==> src/rtl/burst_scheduler_if.sv <==
// -----------------------------------------------------------------------------
// burst_scheduler_if
// Purpose : groups the control, configuration and status signals of the
//           burst scheduler into one bundle.
// Signals : en, fault, fault_clr           - user enable and fault inputs
//           cfg_valid/cfg_ready,
//           cfg_period, cfg_ontime         - configuration handshake (us)
//           gate, burst_start,
//           fault_latched, busy            - scheduler status/outputs
// Modports: master drives inputs and observes outputs (system / bench side);
//           slave is the scheduler side.
// -----------------------------------------------------------------------------
interface burst_scheduler_if #(
   parameter int unsigned CFG_W = 16
);
   logic             en;
   logic             cfg_valid;
   logic             cfg_ready;
   logic [CFG_W-1:0] cfg_period;
   logic [CFG_W-1:0] cfg_ontime;
   logic             fault;
   logic             fault_clr;
   logic             gate;
   logic             burst_start;
   logic             fault_latched;
   logic             busy;

   modport master (
      output en, cfg_valid, cfg_period, cfg_ontime, fault, fault_clr,
      input  cfg_ready, gate, burst_start, fault_latched, busy
   );

   modport slave (
      input  en, cfg_valid, cfg_period, cfg_ontime, fault, fault_clr,
      output cfg_ready, gate, burst_start, fault_latched, busy
   );
endinterface

==> src/rtl/burst_scheduler.sv <==
// -----------------------------------------------------------------------------
// burst_scheduler
// Purpose : burst interrupter for the coil-drive PWM. Releases the PWM (gate
//           high) for a programmed on-time once per programmed period, with a
//           hard on-time cap, a minimum off-time and a latched fault state.
//           Configuration is captured into shadow registers at any time and
//           copied into the active registers only when a burst starts.
// Ports   : clk  - system clock
//           rst  - asynchronous active-high reset
//           bus  - burst_scheduler_if.slave (en, cfg handshake, fault inputs,
//                  gate / burst_start / fault_latched / busy outputs)
// -----------------------------------------------------------------------------
module burst_scheduler #(
   parameter int unsigned CLK_MHZ    = 50,
   parameter int unsigned CFG_W      = 16,
   parameter int unsigned ON_US_MAX  = 200,
   parameter int unsigned MIN_OFF_US = 1000
) (
   input  logic               clk,
   input  logic               rst,
   burst_scheduler_if.slave   bus
);
   localparam int unsigned PRE_W = (CLK_MHZ > 1) ? $clog2(CLK_MHZ) : 1;
   localparam int unsigned W     = CFG_W + 1;

   localparam logic [PRE_W-1:0] PRE_LAST = PRE_W'(CLK_MHZ - 1);
   localparam logic [W-1:0]     ON_MAX   = W'(ON_US_MAX);
   localparam logic [W-1:0]     MIN_OFF  = W'(MIN_OFF_US);

   typedef enum logic [1:0] {S_IDLE, S_ON, S_OFF, S_FAULT} state_t;

   state_t            r_state;
   state_t            w_next;
   logic [CFG_W-1:0]  r_sh_period;
   logic [CFG_W-1:0]  r_sh_on;
   logic [W-1:0]      r_act_on;
   logic [W-1:0]      r_act_off;
   logic [PRE_W-1:0]  r_pre;
   logic [W-1:0]      r_us;
   logic              r_gate;
   logic              r_start;
   logic              r_ready;

   logic              w_tick;
   logic [W-1:0]      w_sh_on;
   logic [W-1:0]      w_sh_period;
   logic [W-1:0]      w_act_on;
   logic [W-1:0]      w_act_off;
   logic              w_on_done;
   logic              w_off_done;
   logic              w_burst_ok;
   logic              w_cfg_fire;

   assign w_tick      = (r_pre == PRE_LAST);
   assign w_sh_on     = {1'b0, r_sh_on};
   assign w_sh_period = {1'b0, r_sh_period};
   assign w_act_on    = (w_sh_on > ON_MAX) ? ON_MAX : w_sh_on;
   // Honour the programmed period only if it leaves at least the minimum
   // off-time after the (possibly clamped) on-time.
   assign w_act_off   = (w_sh_period >= (w_act_on + MIN_OFF)) ?
                        (w_sh_period - w_act_on) : MIN_OFF;

   // r_us counts completed microseconds in the current state, so the last
   // microsecond finishes on the tick where r_us + 1 reaches the target.
   assign w_on_done   = w_tick && ((r_us + W'(1)) >= r_act_on);
   assign w_off_done  = w_tick && ((r_us + W'(1)) >= r_act_off);
   assign w_burst_ok  = bus.en && (r_sh_on != '0);
   assign w_cfg_fire  = bus.cfg_valid && r_ready;

   always_comb begin
      w_next = r_state;
      case (r_state)
         S_IDLE:  if (w_burst_ok) w_next = S_ON;
         S_ON:    if (w_on_done) w_next = S_OFF;
         S_OFF:   if (w_off_done) w_next = w_burst_ok ? S_ON : S_IDLE;
         S_FAULT: if (bus.fault_clr && !bus.fault) w_next = S_IDLE;
         default: w_next = S_IDLE;
      endcase
      if (bus.fault && (r_state != S_FAULT)) w_next = S_FAULT;
   end

   always_ff @(posedge clk or posedge rst) begin
      if (rst) begin
         r_state     <= S_IDLE;
         r_sh_period <= '0;
         r_sh_on     <= '0;
         r_act_on    <= '0;
         r_act_off   <= '0;
         r_pre       <= '0;
         r_us        <= '0;
         r_gate      <= 1'b0;
         r_start     <= 1'b0;
         r_ready     <= 1'b0;
      end else begin
         r_state <= w_next;

         // Prescaler restarts on every state entry so durations are exact.
         if (w_next != r_state) begin
            r_pre <= '0;
            r_us  <= '0;
         end else if ((r_state == S_ON) || (r_state == S_OFF)) begin
            if (w_tick) begin
               r_pre <= '0;
               r_us  <= r_us + W'(1);
            end else begin
               r_pre <= r_pre + PRE_W'(1);
            end
         end

         if (w_cfg_fire) begin
            r_sh_period <= bus.cfg_period;
            r_sh_on     <= bus.cfg_ontime;
         end

         // Active values come from the shadow contents before any same-cycle
         // configuration write.
         if ((w_next == S_ON) && (r_state != S_ON)) begin
            r_act_on  <= w_act_on;
            r_act_off <= w_act_off;
         end

         r_gate  <= (w_next == S_ON);
         r_start <= (w_next == S_ON) && (r_state != S_ON);
         r_ready <= (w_next != S_FAULT);
      end
   end

   assign bus.gate          = r_gate & ~bus.fault;
   assign bus.burst_start   = r_start & ~bus.fault;
   assign bus.fault_latched = (r_state == S_FAULT);
   assign bus.busy          = (r_state == S_ON) || (r_state == S_OFF);
   assign bus.cfg_ready     = r_ready;
endmodule

==> src/flat_wrapper.sv <==
// flat-port wrapper written by rule: the top's interface ports become plain ports
module burst_scheduler_flat 
#(
   parameter int unsigned CLK_MHZ    = 50,
   parameter int unsigned CFG_W      = 16,
   parameter int unsigned ON_US_MAX  = 200,
   parameter int unsigned MIN_OFF_US = 1000
)
  (clk, rst, bus_en, bus_cfg_valid, bus_cfg_period, bus_cfg_ontime, bus_fault, bus_fault_clr, bus_cfg_ready, bus_gate, bus_burst_start, bus_fault_latched, bus_busy);
  burst_scheduler_if #(.CFG_W(CFG_W)) bus_i ();
  input  logic clk;
  input  logic rst;
  input wire logic [$bits(bus_i.en)-1:0] bus_en;
  input wire logic [$bits(bus_i.cfg_valid)-1:0] bus_cfg_valid;
  input wire logic [$bits(bus_i.cfg_period)-1:0] bus_cfg_period;
  input wire logic [$bits(bus_i.cfg_ontime)-1:0] bus_cfg_ontime;
  input wire logic [$bits(bus_i.fault)-1:0] bus_fault;
  input wire logic [$bits(bus_i.fault_clr)-1:0] bus_fault_clr;
  output wire logic [$bits(bus_i.cfg_ready)-1:0] bus_cfg_ready;
  output wire logic [$bits(bus_i.gate)-1:0] bus_gate;
  output wire logic [$bits(bus_i.burst_start)-1:0] bus_burst_start;
  output wire logic [$bits(bus_i.fault_latched)-1:0] bus_fault_latched;
  output wire logic [$bits(bus_i.busy)-1:0] bus_busy;
  assign bus_i.en = bus_en;
  assign bus_i.cfg_valid = bus_cfg_valid;
  assign bus_i.cfg_period = bus_cfg_period;
  assign bus_i.cfg_ontime = bus_cfg_ontime;
  assign bus_i.fault = bus_fault;
  assign bus_i.fault_clr = bus_fault_clr;
  assign bus_cfg_ready = bus_i.cfg_ready;
  assign bus_gate = bus_i.gate;
  assign bus_burst_start = bus_i.burst_start;
  assign bus_fault_latched = bus_i.fault_latched;
  assign bus_busy = bus_i.busy;
  burst_scheduler #(.CLK_MHZ(CLK_MHZ), .CFG_W(CFG_W), .ON_US_MAX(ON_US_MAX), .MIN_OFF_US(MIN_OFF_US)) u_core (.clk(clk), .rst(rst), .bus(bus_i));
endmodule
==> config.mk <==
export PLATFORM = sky130hd
export DESIGN_NAME = burst_scheduler_flat
export DESIGN_NICKNAME = d
export VERILOG_FILES = /design/src/rtl/burst_scheduler_if.sv /design/src/rtl/burst_scheduler.sv /design/src/flat_wrapper.sv
export SDC_FILE = /design/constraint.sdc
export NUM_CORES = 1
export LEC_CHECK = 0
export CAP_MARGIN = 10
export CELL_PAD_IN_SITES_DETAIL_PLACEMENT = 0
export CELL_PAD_IN_SITES_GLOBAL_PLACEMENT = 1
export CORE_ASPECT_RATIO = 1.4
export CORE_UTILIZATION = 42
export CTS_CLUSTER_DIAMETER = 50
export DETAILED_ROUTE_END_ITERATION = 16
export GPL_TIMING_DRIVEN = 0
export PLACE_DENSITY_LB_ADDON = 0.15
export SYNTH_ARGS = -nofsm -noshare
export SYNTH_HDL_FRONTEND = slang
export SYNTH_SLANG_ARGS = --single-unit
==> constraint.sdc <==
create_clock -name clk -period 4 [get_ports clk]
set_input_delay 1 -clock clk [delete_from_list [all_inputs] [get_ports clk]]
set_output_delay 1 -clock clk [all_outputs]
set_load 0.1 [all_outputs]
==> flow_summary.json, run 1 <==
{
  "outcome": "finished clean",
  "drive_gt1_share_pct": 18.3,
  "final_cells": 914,
  "cts_buffers": 9,
  "cp_max_fo": 4,
  "dp_hpwl_um": 10700,
  "finalSetupViolCount": 0,
  "power_density_nw_per_um2": 617,
  "grt_overflow": 0,
  "ir_drop_uv": 264,
  "cts_tree": "done",
  "fin_ws_ns": 0.0518,
  "wirelength_um": 14000,
  "clock_latency_ns": 0.35,
  "hold_class": "register to register",
  "die_h_um": 145,
  "dieWidth_um": 104,
  "synth_edf_count": 0,
  "ctsHtreeMaxLevel": 3,
  "grt_usage_pct": 19.3,
  "diodes": 0,
  "initial_core_util_pct": 42.9,
  "vias": 4760,
  "syn_to_final_growth_pct": 24.3,
  "grt_pass1_vias": 4903,
  "antenna_found_initial": 0,
  "fp.coreArea_sq_um": 14400,
  "cts_sinks": 93,
  "ioPinCount": 43,
  "cp_data_arrival_time_ns": 4.18,
  "grt_max_degree": 61,
  "cp.required_ns": 4.24,
  "via_per_inst": 5.21,
  "io_buffers": 42,
  "fmax_mhz": 253,
  "nets": 829,
  "cts_buffer_depth": 2,
  "rsz0062_at_grt": "yes",
  "clock_skew_ns": 0.00907,
  "start_kind": "register",
  "leakagePower_nw": 3.48,
  "synth_seq_area_share_pct": 37.7,
  "synth_seq_cells": 93,
  "pre_cts_ws_ns": -0.909,
  "tns_ns": 0,
  "cts-root-buf": "clkbuf_16",
  "critPathKind": "register to register",
  "synth_cells": 633,
  "ant_nets": 0,
  "drt_first_pass_iters": 4,
  "dpl.cell_count": 877,
  "synth_ff_type": "dfrtp_1",
  "finalHoldViolCount": 0,
  "cts.clk_slew.worst_paths_ns": 0.07,
  "finalPower_mw": 4.73,
  "slew_headroom_pct": 35.4,
  "min_period_over_period_pct": 98.7,
  "period_needed_ns": 3.95,
  "die_area_sq_um": 15200,
  "drc": 0,
  "async_flop_share_pct": 100,
  "end_kind": "register",
  "slew_viol_final": 0,
  "grt_pass1_wl_um": 23600,
  "synth_area_sq_um": 6170,
  "synth.distinct_cells": 56,
  "drt-wirelength-per-cell_um": 15.4,
  "maxCapViolCount": 0,
  "gp_congestion": 0.868,
  "num_rows": 52,
  "avgSynthCellArea_sq_um": 9.75,
  "tightest_slew_ns": 0.966,
  "drt-initial-drc-count": 152,
  "yosys_warnings": 0
}
==> placed cells by master, fill, tap and decap left out, drive strengths merged, types with 6 or more instances in the layout <==
cell type and instances:
a211oi 6, a21o 10, a21oi 27, a31oi 7, buf 27, clkbuf 20, clkdlybuf4s50 42, conb 13
dfrtp 93, ha 70, inv 53, mux2 43, mux2i 18, nand2 43, nand2b 12, nand3 18
nand4 10, nor2 50, nor2b 8, nor3 35, o21ai 16, xnor2 24, xor2 18
==> worst paths after layout <==
kind / start / end / slack (ns) / cells past startpoint
max: u_core.r_us[1] / u_core.r_act_off[0] / 0.05 / 19
min: u_core.r_act_on[10] / u_core.r_act_on[10] / 0.50 / 2
max reg2reg: u_core.r_us[1] / u_core.r_act_off[0] / 0.05 / 19
min reg2reg: u_core.r_act_on[10] / u_core.r_act_on[10] / 0.50 / 2
max in group asynchronous: rst / u_core.r_us[0] / 2.33 / 3
min in group asynchronous: rst / u_core.bus.cfg_ready / 1.01 / 2
==> power by group <==
group / internal, mW / total [mW] / leakage [nW] / switching (mW)
combinational: 1.17 / 2.49 / 2.18 / 1.32
clock: 0.435 / 0.839 / 0.139 / 0.404
sequential: 1.19 / 1.40 / 1.16 / 0.209
total: 2.80 / 4.73 / 3.48 / 1.94
==> synth_stat cells, types with 13 or more instances <==
library cell | n | area [sq um]
dfrtp_1 | 93 | 2330
ha_1 | 70 | 876
nor2_1 | 50 | 188
inv_1 | 49 | 184
nand2_1 | 43 | 161
mux2_2 | 37 | 417
nor3_1 | 35 | 175
a21oi_1 | 27 | 135
xnor2_1 | 24 | 210
mux2i_1 | 18 | 180
xor2_1 | 18 | 158
nand3_1 | 17 | 85.1
o21ai_0 | 13 | 65.1
==> critical path: stages (launching register included) <==
cell       delay [ns]
dfrtp_1          0.41
ha_4             0.16
and3_4           0.18
and3_4           0.20
nand3_4          0.08
or2_4            0.28
nor2_4           0.10
xor2_2           0.16
ha_1             0.26
buf_4            0.15
a21oi_2          0.11
o21ai_1          0.09
nand2b_1         0.08
nand4_1          0.20
a21boi_1         0.30
o21ai_2          0.14
a311oi_4         0.28
buf_6            0.18
clkbuf_16        0.16
mux2_4           0.29
==> flip-flops by register name, summed over array words and instances (netlist names) <==
register	count
u_core.r_act_off	17
u_core.r_sh_on	16
u_core.r_pre	6
u_core.r_us	17
u_core.r_start	1
u_core.r_act_on	16
u_core.r_state	2
u_core.r_sh_period	16
u_core.bus.cfg_ready	1
u_core.r_gate	1
==> through the flow <==
stage,hold slack [ns],util (%),instance area (sq um)
after floorplan,0.458,-,6220
after global placement,0.473,47.8,6880
after detailed placement,0.481,48.0,6910
after CTS,0.497,52.0,7480
after global routing,0.523,53.4,7670
final,0.500,53.4,7670
==> layer usage <==
metal,global-route usage [%],vias to the layer above,share of wire [%]
li1,-,2395,-
met5,0,-,0
met2,36.3,46,54
met1,22.3,2298,43
met3,2.24,21,1.2
met4,6.79,0,2.5
==> cells by family (layout without fill, tap and decap cells) <==
group | count (synthesis) | in the layout | synth area share, %
buffers and inverters | 65 | 145 | 4.20
DFF | 93 | 93 | 37.7
adders and majority gates | 71 | 71 | 14.5
and+or+nand+nor | 201 | 201 | 15.8
other | 1 | 13 | 0.0607
muxes | 61 | 61 | 10.8
xor gates and xnor gates | 42 | 42 | 5.96
AOI/OAI and AO/OA | 99 | 99 | 11.0
==> what timing repair did <==
| action | 4_1_cts | 5_1_grt |
|---|---|---|
| pin swaps | 10 | 11 |
| hold endpoints to repair | 0 | 0 |
| cloned | 0 | 1 |
| hold buffers | 0 | 0 |
| endpoints found under the setup margin | 57 | 54 |
| gates resized for setup | 38 | 34 |
| buffers inserted | 16 | 4 |
==> final cells by class <==
class                   count  area [sq um]
plain buffers              16           108
clock buffers               9           225
clock inverters             7          62.6
fillers                  1316          6710
inverters                  49           186
multi-input cells         487          3870
flip-flops and latches     93          2330
well taps                 189           236
repair buffers             64           651
Power figures use the tool's default switching activity.
==> run 2: changes to the inputs <==
Settings changed: CTS_CLUSTER_SIZE set to 40.
Clock period 4 ns to 3.5 ns, I/O delays scaled along.
==> flow_summary.json, run 2 (synthesis results as in run 1) <==
{
  "cts.clk_slew.worst_paths_ns": 0.07,
  "initial_core_util_pct": 42.9,
  "diodes": 0,
  "wirelength_um": 14500,
  "syn_to_final_growth_pct": 29.8,
  "cp_max_fo": 8,
  "crit_chain": "ha_4 -> and3_4 -> buf_4 -> buf_4 -> nand3_1 -> xnor2_1 -> ha_1 -> a211oi_1 -> nor2_1 -> nor2_1 -> a211oi_4 -> buf_4 -> o211ai_4 -> nand3_2 -> a311oi_4 -> buf_6 -> buf_12 -> mux2_4",
  "drive_gt1_share_pct": 22.9,
  "multiInputGateArea_sq_um": 4060,
  "crit_buf_inv": 5,
  "die_h_um": 145,
  "fin_ws_ns": -0.412,
  "dieWidth_um": 104,
  "dpl.cell_count": 877,
  "crit_top_cell": "buf_4",
  "dp_hpwl_um": 10900,
  "maxCapViolCount": 0,
  "place_area_sq_um": 6950,
  "finalPower_mw": 5.69,
  "gp_congestion": 0.848,
  "critPathKind": "register to register",
  "nets": 842,
  "fillCellCount": 1284,
  "cts_buffer_depth": 2,
  "drt-wirelength-per-cell_um": 15.6,
  "outcome": "finished with violations",
  "ir_drop_uv": 346,
  "end_kind": "register",
  "mostFrequentLayoutCells": "92 x dfrtp_1, 68 x ha_1, 48 x inv_1",
  "drt-initial-drc-count": 94,
  "grt_pass1_wl_um": 24600,
  "slew_headroom_pct": 35.6,
  "cpLargestDelayFamily": "compound AO/OA/AOI/OAI gates",
  "fp.coreArea_sq_um": 14400,
  "num_rows": 52,
  "cts_sinks": 93,
  "via_per_inst": 5.23,
  "io_buffers": 42,
  "min_period_over_period_pct": 112,
  "final_common_cell": "dfrtp_1",
  "ioPinCount": 43,
  "m1WireLength_um": 6030,
  "ant_nets": 0,
  "cp_data_arrival_time_ns": 4.16,
  "tns_ns": -16.13,
  "worst_hold_slack_ns": 0.495,
  "ctsHtreeMaxLevel": 3,
  "cp.required_ns": 3.74,
  "power_density_nw_per_um2": 710,
  "antenna_found_initial": 0,
  "stdcell_area_sq_um": 8010,
  "slew_viol_final": 0,
  "grt_usage_pct": 20.3,
  "finalHoldViolCount": 0,
  "grt_pass1_vias": 5145,
  "crit_path_top_delay_cell": "dfrtp_2",
  "wl_met3_um": 224,
  "regArea_sq_um": 2330,
  "rsz0062_at_grt": "yes",
  "highest_layer": "met4",
  "leakagePower_nw": 3.61,
  "finalSetupViolCount": 57,
  "vias": 4849,
  "tightest_slew_ns": 0.963,
  "hold_class": "register to register",
  "start_kind": "register",
  "period_needed_ns": 3.91,
  "finalCoreUtilization_pct": 55.7,
  "clock_skew_ns": 0.00937,
  "clock_latency_ns": 0.36,
  "met2WireLength_um": 7840,
  "drc": 0,
  "drt_first_pass_iters": 4,
  "pre_cts_ws_ns": -1.18,
  "grt_overflow": 0,
  "grt_max_degree": 49,
  "die_area_sq_um": 15200,
  "slowest_delay_ns": 0.41,
  "cts_buffers": 9,
  "cts_tree": "done",
  "fmax_mhz": 256,
  "final_cells": 927,
  "r2r_slack_ns": -0.41,
  "cts-root-buf": "clkbuf_16",
  "reg.largest.list": "u_core.r_act_off x17, u_core.r_us x17",
  "violations": "negative setup slack"
}
run 2: cell count changes in the layout (fill, tap and decap cells not counted), moves of 3 or more:
cell,change
nor4_1,-3
clkbuf_2,-3
buf_8,+3
nor3_2,+13
nor3_1,-13
buf_4,+12
run 2: where the power goes:
part / switching [mW] / leakage, nW / internal (mW)
logic: 1.61 / 2.31 / 1.49
registers: 0.251 / 1.16 / 1.36
clock network: 0.475 / 0.140 / 0.500
run 2: layer usage:
metal | vias to the layer above | GRT usage (%)
met5 | - | 0
met4 | 0 | 8.86
met3 | 25 | 2.37
met2 | 61 | 37.8
met1 | 2340 | 23.2
li1 | 2423 | -
run 2: tightest hold or removal path, cell delays in order (launching register included):
cell and delay [ns]:
dfrtp_1 0.33, inv_1 0.05, nor2_1 0.09
run 2: worst paths after layout:
path / startpoint / end / depth (start not counted)
max in group asynchronous: rst / u_core.r_act_on[11] / 3
min in group asynchronous: rst / u_core.r_gate / 2
max: u_core.r_us[0] / u_core.r_act_on[0] / 18
min reg2reg: u_core.r_act_on[15] / u_core.r_act_on[15] / 2
min: u_core.r_act_on[15] / u_core.r_act_on[15] / 2
max reg2reg: u_core.r_us[0] / u_core.r_act_on[0] / 18
run 2: what timing repair did:
item | in CTS | in global routing
resized for setup | 70 | 36
buffers inserted | 23 | 10
setup endpoints to repair | 62 | 60
pin swaps | 31 | 15
cloned | 1 | 1
hold buffers | 0 | 0
run 2: final cells by class:
type | count | area share (%)
tap | 189 | 2.95
buffer | 15 | 1.73
sequential | 93 | 29.1
timing repair buffer | 78 | 9.65
multi-input combinational | 487 | 50.7
clock inverter | 7 | 0.781
inverter | 49 | 2.33
clock buffer | 9 | 2.81
==> run 3: changes to the inputs <==
Settings changed: CORE_ASPECT_RATIO 1.4 to 0.8.
==> flow_summary.json, run 3 (synthesis results as in run 1) <==
{
  "reg.largest.list": "u_core.r_act_off x17, u_core.r_us x17",
  "grt_max_degree": 70,
  "die_h_um": 110,
  "vias": 4839,
  "clock_skew_ns": 0.00773,
  "ir_drop_uv": 661,
  "dieWidth_um": 138,
  "io_buffers": 42,
  "finalHoldViolCount": 0,
  "num_rows": 39,
  "rsz0062_at_grt": "yes",
  "gp_congestion": 0.838,
  "mostFrequentLayoutCells": "92 x dfrtp_1, 68 x ha_1, 48 x inv_1",
  "maxCapViolCount": 0,
  "cts_tree": "done",
  "place_area_sq_um": 6940,
  "nets": 837,
  "cts_buffers": 9,
  "diodes": 0,
  "worst_hold_slack_ns": 0.503,
  "slew_viol_final": 0,
  "cp_data_arrival_time_ns": 4.18,
  "antenna_found_initial": 0,
  "tightest_slew_ns": 0.966,
  "slew_headroom_pct": 35.4,
  "grt_pass1_wl_um": 24600,
  "fin_ws_ns": -0.436,
  "stdcell_area_sq_um": 7770,
  "final_common_cell": "dfrtp_1",
  "end_kind": "register",
  "r2r_slack_ns": -0.44,
  "drive_gt1_share_pct": 19.9,
  "wirelength_um": 14200,
  "ioPinCount": 43,
  "drc": 0,
  "final_cells": 917,
  "use_met1_pct": 29.5,
  "cts_sinks": 93,
  "multiInputGateArea_sq_um": 3940,
  "cp_max_fo": 8,
  "cts_buffer_depth": 2,
  "min_period_over_period_pct": 112,
  "fp.coreArea_sq_um": 14300,
  "via_per_inst": 5.28,
  "outcome": "finished with violations",
  "grt_pass1_vias": 5024,
  "regArea_sq_um": 2330,
  "met3_usage_pct": 4.91,
  "fmax_mhz": 254,
  "fillCellCount": 1329,
  "met2_usage_pct": 31.9,
  "ant_nets": 0,
  "cts-root-buf": "clkbuf_16",
  "top_usage_layer": "met2",
  "dpl.cell_count": 872,
  "cp.required_ns": 3.74,
  "hold_class": "register to register",
  "cts.clk_slew.worst_paths_ns": 0.07,
  "start_kind": "register",
  "die_area_sq_um": 15200,
  "period_needed_ns": 3.94,
  "drt_first_pass_iters": 4,
  "clock_latency_ns": 0.36,
  "drt-wirelength-per-cell_um": 15.5,
  "grt_overflow": 0,
  "violations": "negative setup slack",
  "critPathKind": "register to register",
  "finalSetupViolCount": 57,
  "power_density_nw_per_um2": 711,
  "syn_to_final_growth_pct": 25.9,
  "ctsHtreeMaxLevel": 3,
  "dp_hpwl_um": 10500,
  "drt-initial-drc-count": 252,
  "grt_usage_pct": 20.7,
  "leakagePower_nw": 3.55,
  "finalPower_mw": 5.52,
  "initial_core_util_pct": 43.2
}
## run 3: changes by cell type in the layout (fill, tap and decap cells not counted), moves of 2 or more
| cell | delta |
|---|---|
| nor3_1 | +12 |
| nor3_2 | -12 |
| buf_12 | -4 |
| a21oi_1 | +2 |
| a21oi_2 | -2 |
| buf_6 | +2 |
| buf_8 | -2 |
| inv_8 | +2 |
| o21ai_0 | +2 |
## run 3: stage by stage
stage | utilization [%] | setup slack, ns | setup TNS [ns]
2_1_floorplan | - | -0.329 | -6.12
3_3_place_gp | 48.4 | -1.27 | -167.15
3_5_place_dp | 48.6 | -1.21 | -51.06
4_1_cts | 53.0 | -0.451 | -21.00
5_1_grt | 54.4 | -0.626 | -28.57
6_report | 54.4 | -0.436 | -17.55
## run 3: area by class of cell
class                      count  area share (%)
tap                          184            2.96
inverter                      49            2.40
timing repair buffer          73            8.92
multi-input combinational    487            50.7
clock inverter                 7           0.885
buffer                        15            1.29
clock buffer                   9            2.90
sequential                    93            30.0
## run 3: final timing paths
kind | start | endpoint | depth (start not counted)
max | u_core.r_us[1] | u_core.r_act_off[0] | 17
min in group asynchronous | rst | u_core.bus.cfg_ready | 2
min | u_core.r_act_on[10] | u_core.r_act_on[10] | 2
min reg2reg | u_core.r_act_on[10] | u_core.r_act_on[10] | 2
max reg2reg | u_core.r_us[1] | u_core.r_act_off[0] | 17
max in group asynchronous | rst | u_core.r_act_on[12] | 3
## run 3: critical path: stages, from the launching register on
cell	delay, ns
dfrtp_1	0.42
ha_4	0.16
and3_4	0.17
and3_4	0.21
nand3_4	0.07
or2_4	0.28
xnor2_2	0.16
ha_1	0.31
a21o_1	0.17
a21o_1	0.17
a21oi_1	0.21
o21ai_1	0.16
o211ai_2	0.24
nand3_2	0.14
a311oi_4	0.32
buf_6	0.18
buf_12	0.14
mux2_4	0.30
## run 3: layer usage
metal	part of all wire, %	vias to the layer above
met5	0	-
met4	0.93	0
met3	3.5	13
met2	45	71
met1	51	2337
li1	-	2418
## run 3: power by group
group          internal [mW]  total [mW]  switching [mW]
logic                   1.35        2.89            1.54
registers               1.36        1.63           0.266
clock network          0.509        1.01           0.501
## run 3: timing repair
item                                    CTS  global route
resized for setup                        45            32
endpoints found under the hold margin     0             0
buffers inserted                         21             8
cloned                                    0             1
endpoints found under the setup margin   63            60
pin swaps                                22            16
hold buffers                              0             0
